===== src/rtl/reg_share_arb.sv =====
`default_nettype none
// ============================================================================
// Module      : reg_share_arb
// Description : Round-robin arbiter feeding one shared capture register.
//               Optional REG_SHARE_ARB_LOCK_EN adds req_lock (pointer holds).
// Revision    : 1.0 - initial release
// ============================================================================
module reg_share_arb #(
    parameter int NREQ = 4,
    parameter int DW   = 8
) (
    input  logic                                    clk,
    input  logic                                    rst,
    input  logic [NREQ-1:0]                         req_valid,
    input  logic [NREQ*DW-1:0]                      req_data,
`ifdef REG_SHARE_ARB_LOCK_EN
    input  logic [NREQ-1:0]                         req_lock,
`endif
    output logic [NREQ-1:0]                         req_ready,
    output logic                                    out_valid,
    output logic [DW-1:0]                           out_data,
    output logic [((NREQ > 1) ? $clog2(NREQ) : 1)-1:0] out_src,
    input  logic                                    out_ready
);

    localparam int SW = (NREQ > 1) ? $clog2(NREQ) : 1;

    localparam logic [0:0] S_IDLE = 1'b0;
    localparam logic [0:0] S_BUSY = 1'b1;

    logic [0:0]      r_state;
    logic [0:0]      w_state_nxt;
    logic [SW-1:0]   r_rr_ptr;
    logic [SW-1:0]   r_out_src;
    logic [DW-1:0]   r_out_data;
    logic            w_found;
    logic [SW-1:0]   w_sel;
    logic [NREQ-1:0] w_grant;
    logic [DW-1:0]   w_sel_data;
    logic            w_capture;
    logic            w_release;
    logic [SW-1:0]   w_src_inc;
    logic [SW-1:0]   w_ptr_nxt;

    // Two passes give the wrapped scan: indices at/above the pointer first,
    // then the whole vector from 0 if nothing above the pointer was valid.
    always_comb begin
        w_found    = 1'b0;
        w_sel      = '0;
        w_grant    = '0;
        w_sel_data = '0;
        for (int i = 0; i < NREQ; i++) begin
            if (!w_found && req_valid[i] && (i >= int'(r_rr_ptr))) begin
                w_found    = 1'b1;
                w_sel      = SW'(i);
                w_grant[i] = 1'b1;
                w_sel_data = req_data[i*DW +: DW];
            end
        end
        for (int i = 0; i < NREQ; i++) begin
            if (!w_found && req_valid[i]) begin
                w_found    = 1'b1;
                w_sel      = SW'(i);
                w_grant[i] = 1'b1;
                w_sel_data = req_data[i*DW +: DW];
            end
        end
    end

    always_comb begin
        w_state_nxt = r_state;
        w_capture   = 1'b0;
        w_release   = 1'b0;
        req_ready   = '0;
        case (r_state)
            S_IDLE: begin
                if (!rst && w_found) begin
                    req_ready   = w_grant;
                    w_capture   = 1'b1;
                    w_state_nxt = S_BUSY;
                end
            end
            S_BUSY: begin
                if (out_ready) begin
                    w_release   = 1'b1;
                    w_state_nxt = S_IDLE;
                end
            end
            default: w_state_nxt = S_IDLE;
        endcase
    end

    assign w_src_inc = (r_out_src == SW'(NREQ-1)) ? '0 : r_out_src + 1'b1;
`ifdef REG_SHARE_ARB_LOCK_EN
    assign w_ptr_nxt = req_lock[r_out_src] ? r_out_src : w_src_inc;
`else
    assign w_ptr_nxt = w_src_inc;
`endif

    always_ff @(posedge clk) begin
        if (rst) begin
            r_state <= S_IDLE;
        end else begin
            r_state <= w_state_nxt;
        end
    end

    always_ff @(posedge clk) begin
        if (rst) begin
            r_out_data <= '0;
            r_out_src  <= '0;
            r_rr_ptr   <= '0;
        end else if (w_capture) begin
            r_out_data <= w_sel_data;
            r_out_src  <= w_sel;
        end else if (w_release) begin
            r_rr_ptr   <= w_ptr_nxt;
        end
    end

    assign out_valid = (r_state == S_BUSY);
    assign out_data  = r_out_data;
    assign out_src   = r_out_src;

endmodule
`default_nettype wire


===== config.mk =====
export PLATFORM = sky130hd
export DESIGN_NAME = reg_share_arb
export DESIGN_NICKNAME = d
export VERILOG_FILES = /design/src/rtl/reg_share_arb.sv
export SDC_FILE = /design/constraint.sdc
export NUM_CORES = 1
export LEC_CHECK = 0
export CAP_MARGIN = 10
export CORE_MARGIN = 5
export CORE_UTILIZATION = 26
export DETAILED_ROUTE_END_ITERATION = 12
export PLACE_DENSITY = 0.55
export SLEW_MARGIN = 20
export SYNTH_ARGS = -nofsm -noshare
export SYNTH_HDL_FRONTEND = slang
export SYNTH_SLANG_ARGS = --single-unit

===== constraint.sdc =====
create_clock -name clk -period 2.47 [get_ports clk]
set_clock_uncertainty 0.2 [all_clocks]
set_input_delay 0.494 -clock clk [delete_from_list [all_inputs] [get_ports clk]]
set_output_delay 0.494 -clock clk [all_outputs]
set_load 0.1 [all_outputs]

==> impl.org <==
** Pwr
- Cell area power density :: 418 nW/µm²
- P_leak :: about 0.94 nW
- Post-layout power :: approximately 0.93 mW
- Maximum vdd ir drop :: 0.143 mV

** Place
- Input/output buffers :: 53
- DP HPWL :: roughly 4100 µm
- Worst slack, placed :: -0.361 ns
- Placed instance area :: between 2000 and 2500 µm²
- At the end of routability-driven placement, the weighted congestion stood at between 0.8 and 0.9.

** Die
- Count of boundary I/O pins :: 54
- The die is 77.9 µm tall.
- The die covers a little over 6000 µm².
- Initial core utilization :: 0.272
- The floorplan has 24 rows.
- The core region is between 4000 and 5000 µm².
- Width of the die :: 77.9 µm

** Detailed routing
- In the routed design, unresolved DRC markers number 0.
- Using the TritonRoute via totals, the vias-per-cell ratio works out to between 5 and 6.
- The routed design has 5220 µm of wire.
- The detail route stage leaves a number of antenna-violating nets equal to 0.
- Wire length per cell :: 16.7 µm
- The detailed router placed approximately 1700 vias in this run.
- For this run, the detailed router's first-pass iteration total came to 4.
- Starting DRC count in detailed routing :: 119

** Layout
- Final core utilization :: 0.506
- Final non-filler cell area :: 2230 µm²
- In the final layout, the share of cells above drive strength 1 is 0.346.
- Final Net Count :: 301
- The layout has ~430 filler cells.
- Inserted Diodes :: 0
- Relative to the synthesized area, the layout overhead comes to 86.2%.
- Registers take 265 µm².
- Combined area of the multi-input logic cells :: around 920 µm²

** Clock tree
- CTS buffer count :: 3
- The later pin in the worst-skew pair is clocked with a latency of about 0.25 ns.
- CTS tree :: yes
- Clock-pin slew was measured on the worst setup and hold paths at around 0.060 ns.
- Clk sinks :: 13
- Clock Tree Root :: sky130_fd_sc_hd__clkbuf_8
- Max Buffers Root-to-Sink :: 2
- CTS hold repair buffers :: 0
- In this run the number of H-tree levels came out at 1.

** Timing
- Setup violations remaining at the end of the flow were counted as 0.
- Post-route setup slack :: between 0.05 and 0.06 ns
- In the finished design, the share of the clock period the worst path needs comes to 0.978.
- The final count of pins violating max slew is 0.
- Achievable Freq :: approximately 0.41 GHz
- Crit path time final :: 2.42 ns
- Setup repair after global routing left no endpoint under its margin.
- Max-slew headroom :: 0.675
- Slew at the pin closest to its max-slew limit :: 0.476 ns
- The number of hold violations in the final report came to 0.

** Synthesis
- Yosys printed 0 warnings.
- Of the synthesized area, sequential elements account for 0.217.
- Combinational family with the most area after synthesis :: compound AO/OA/AOI/OAI gates
- Xor/xnor share of the synthesized area :: 0
- The fraction of the mapped netlist area in compound gates is 0.405.
- Among all flip-flop cells after synthesis, the most frequent one is sky130_fd_sc_hd__dfxtp_1.
- Share of synthesized flip-flops with an asynchronous set or reset :: 0
- Mean area per synthesized cell :: just over 7 µm²
- In the synthesized netlist, the number of instances is 170.
- Multiplexer area fraction after synthesis :: 0
- In this run the cell area of the synthesized design comes to 1200 µm².
- Arithmetic-cell share of the synthesized area counting full adders, half adders and majority gates :: 0.0104
- Number of distinct library cell variants in the gate-level netlist after synthesis :: 46
- Net count of the mapped netlist :: 210
- Of the total synthesized cell area, the portion taken by AND, OR, NAND and NOR gates is 0.291.
- Yosys reg bits :: 13
- EDFF count, synth :: 0

** Critical path
- Max Fanout on Critical Path :: 7
- STA classifies the critical path startpoint as an input pin.
- The worst setup path is captured at an output pin.
- For the worst setup path, the data required time is approximately 1.8 ns.
- FF-to-FF Start :: r_rr_ptr[1]$_SDFFE_PP0P_
- Critical path type :: in2out
- Arr. time, crit path :: between 1.5 and 2 ns
- Tracing the worst setup path back leads to its startpoint at req_valid[1].

** GRT
- The total overflow left after global routing is 0.
- Pin count of the biggest net entering global routing :: 15
- Total GRT Usage :: 0.166
- The number of antenna violations at the first check in global routing was 0.
- Vias in the first global route :: 1627
- The first global-routing pass estimated 8360 µm of wire.

** Job
- Max cap viols :: 0

** Worst hold path
- Startpoint of the lowest-slack hold path :: out_src[1]$_SDFFE_PP0P_
- The path class of the tightest hold or removal check is reg2reg.

** Run status
- Outcome :: finished, final reports clean
-- power by group --
group	leakage [nW]	internal [mW]	switching, mW
combinational	0.808	0.199	0.289
clock	0.0255	0.112	0.0845
sequential	0.108	0.230	0.0173
total	0.942	0.541	0.391
-- cell usage in the layout (no fill, tap or decap), types with 3 or more instances in the layout --
cell / Yosys / layout
sky130_fd_sc_hd__buf_12: 0 / 5
sky130_fd_sc_hd__clkdlybuf4s50_1: 0 / 33
sky130_fd_sc_hd__o21ai_0: 16 / 16
sky130_fd_sc_hd__buf_4: 0 / 56
sky130_fd_sc_hd__inv_1: 5 / 5
sky130_fd_sc_hd__nor3_1: 8 / 7
sky130_fd_sc_hd__a31oi_1: 4 / 4
sky130_fd_sc_hd__nand2_1: 16 / 16
sky130_fd_sc_hd__o21bai_1: 4 / 3
sky130_fd_sc_hd__and3b_1: 4 / 4
sky130_fd_sc_hd__buf_2: 4 / 3
sky130_fd_sc_hd__nand3_1: 8 / 8
sky130_fd_sc_hd__nor2_1: 12 / 9
sky130_fd_sc_hd__a211oi_1: 4 / 4
sky130_fd_sc_hd__clkbuf_8: 0 / 3
sky130_fd_sc_hd__nand2b_1: 3 / 3
sky130_fd_sc_hd__a21oi_1: 12 / 11
sky130_fd_sc_hd__nor2_4: 0 / 3
sky130_fd_sc_hd__a211o_1: 3 / 3
sky130_fd_sc_hd__a221oi_1: 4 / 4
sky130_fd_sc_hd__buf_6: 1 / 3
sky130_fd_sc_hd__dfxtp_1: 13 / 11
-- final cells by class --
type / instances / area share
clock inverters: 1 / 0.00224
clock buffers: 3 / 0.0185
well taps: 52 / 0.0291
multi-input cells: 136 / 0.411
repair buffers: 102 / 0.412
inverters: 5 / 0.00841
flip-flops and latches: 13 / 0.119
-- through the flow --
stage	instances	TNS [ns]	hold WS [ns]
after global placement	303	-3.39	0.284
final	312	0	0.286
after global routing	312	0	0.348
after detailed placement	303	-3.45	0.287
after floorplan	170	-0.435	0.384
after CTS	310	0	0.295
-- kinds of logic after synthesis --
family	count (synthesis)
DFF	13
and+or+nand+nor	66
buffers and inverters	21
adders and majority gates	1
AOI/OAI and AO/OA	69
-- critical path, stage by stage --
cell and delay [ns]:
sky130_fd_sc_hd__clkdlybuf4s15_2 0.21, sky130_fd_sc_hd__buf_6 0.10, sky130_fd_sc_hd__nor4_2 0.04, sky130_fd_sc_hd__or3_4 0.38, sky130_fd_sc_hd__buf_4 0.19, sky130_fd_sc_hd__nor2_4 0.13, sky130_fd_sc_hd__buf_12 0.18
-- Yosys cell counts, types with 2 or more instances --
cell	instances	area share
sky130_fd_sc_hd__a31oi_1	4	0.021
sky130_fd_sc_hd__nand3_1	8	0.033
sky130_fd_sc_hd__o32ai_1	2	0.015
sky130_fd_sc_hd__a222oi_1	2	0.017
sky130_fd_sc_hd__nor3_1	8	0.033
sky130_fd_sc_hd__nor2b_1	2	0.010
sky130_fd_sc_hd__a211o_1	3	0.022
sky130_fd_sc_hd__and3_1	2	0.010
sky130_fd_sc_hd__o31ai_2	2	0.021
sky130_fd_sc_hd__a211oi_1	4	0.025
sky130_fd_sc_hd__nor2_1	12	0.038
sky130_fd_sc_hd__a21oi_1	12	0.050
sky130_fd_sc_hd__o211ai_1	2	0.013
sky130_fd_sc_hd__buf_2	4	0.017
sky130_fd_sc_hd__o21ai_0	16	0.067
sky130_fd_sc_hd__nand2_1	16	0.050
sky130_fd_sc_hd__clkbuf_1	11	0.034
sky130_fd_sc_hd__o22ai_1	2	0.010
sky130_fd_sc_hd__a221oi_1	4	0.029
sky130_fd_sc_hd__o21bai_1	4	0.025
sky130_fd_sc_hd__and3b_1	4	0.029
sky130_fd_sc_hd__nand2b_1	3	0.016
sky130_fd_sc_hd__inv_1	5	0.016
sky130_fd_sc_hd__or3_1	2	0.010
sky130_fd_sc_hd__o31ai_1	2	0.013
sky130_fd_sc_hd__a311o_1	2	0.017
sky130_fd_sc_hd__dfxtp_1	13	0.22
-- metal layers --
layer,global-route usage,vias to the layer above,wire length (µm)
met3,0.0301,4,358
met1,0.236,760,2420
met5,0,-,0
li1,-,830,-
met2,0.262,61,2400
met4,0.0304,0,42
-- registers in the layout, summed over array words and instances (netlist names) --
name	flops
r_rr_ptr	2
out_data	8
out_src	2
out_valid	1
-- path summary, 6_finish.rpt --
| kind | end | slack [ns] | cells past startpoint |
|---|---|---|---|
| max | req_ready[1] | 0.05 | 7 |
| min | out_src[1]$_SDFFE_PP0P_ | 0.29 | 2 |
| max reg2reg | out_data[2]$_SDFFE_PP0P_ | 0.25 | 8 |
| min reg2reg | out_src[1]$_SDFFE_PP0P_ | 0.29 | 2 |
-- what timing repair did --
action,in CTS,in global routing
pin swaps,4,5
buffers inserted,3,2
gates resized for setup,21,5
endpoints found under the setup margin,8,3
No activity file was read; power rests on OpenSTA's default activity.
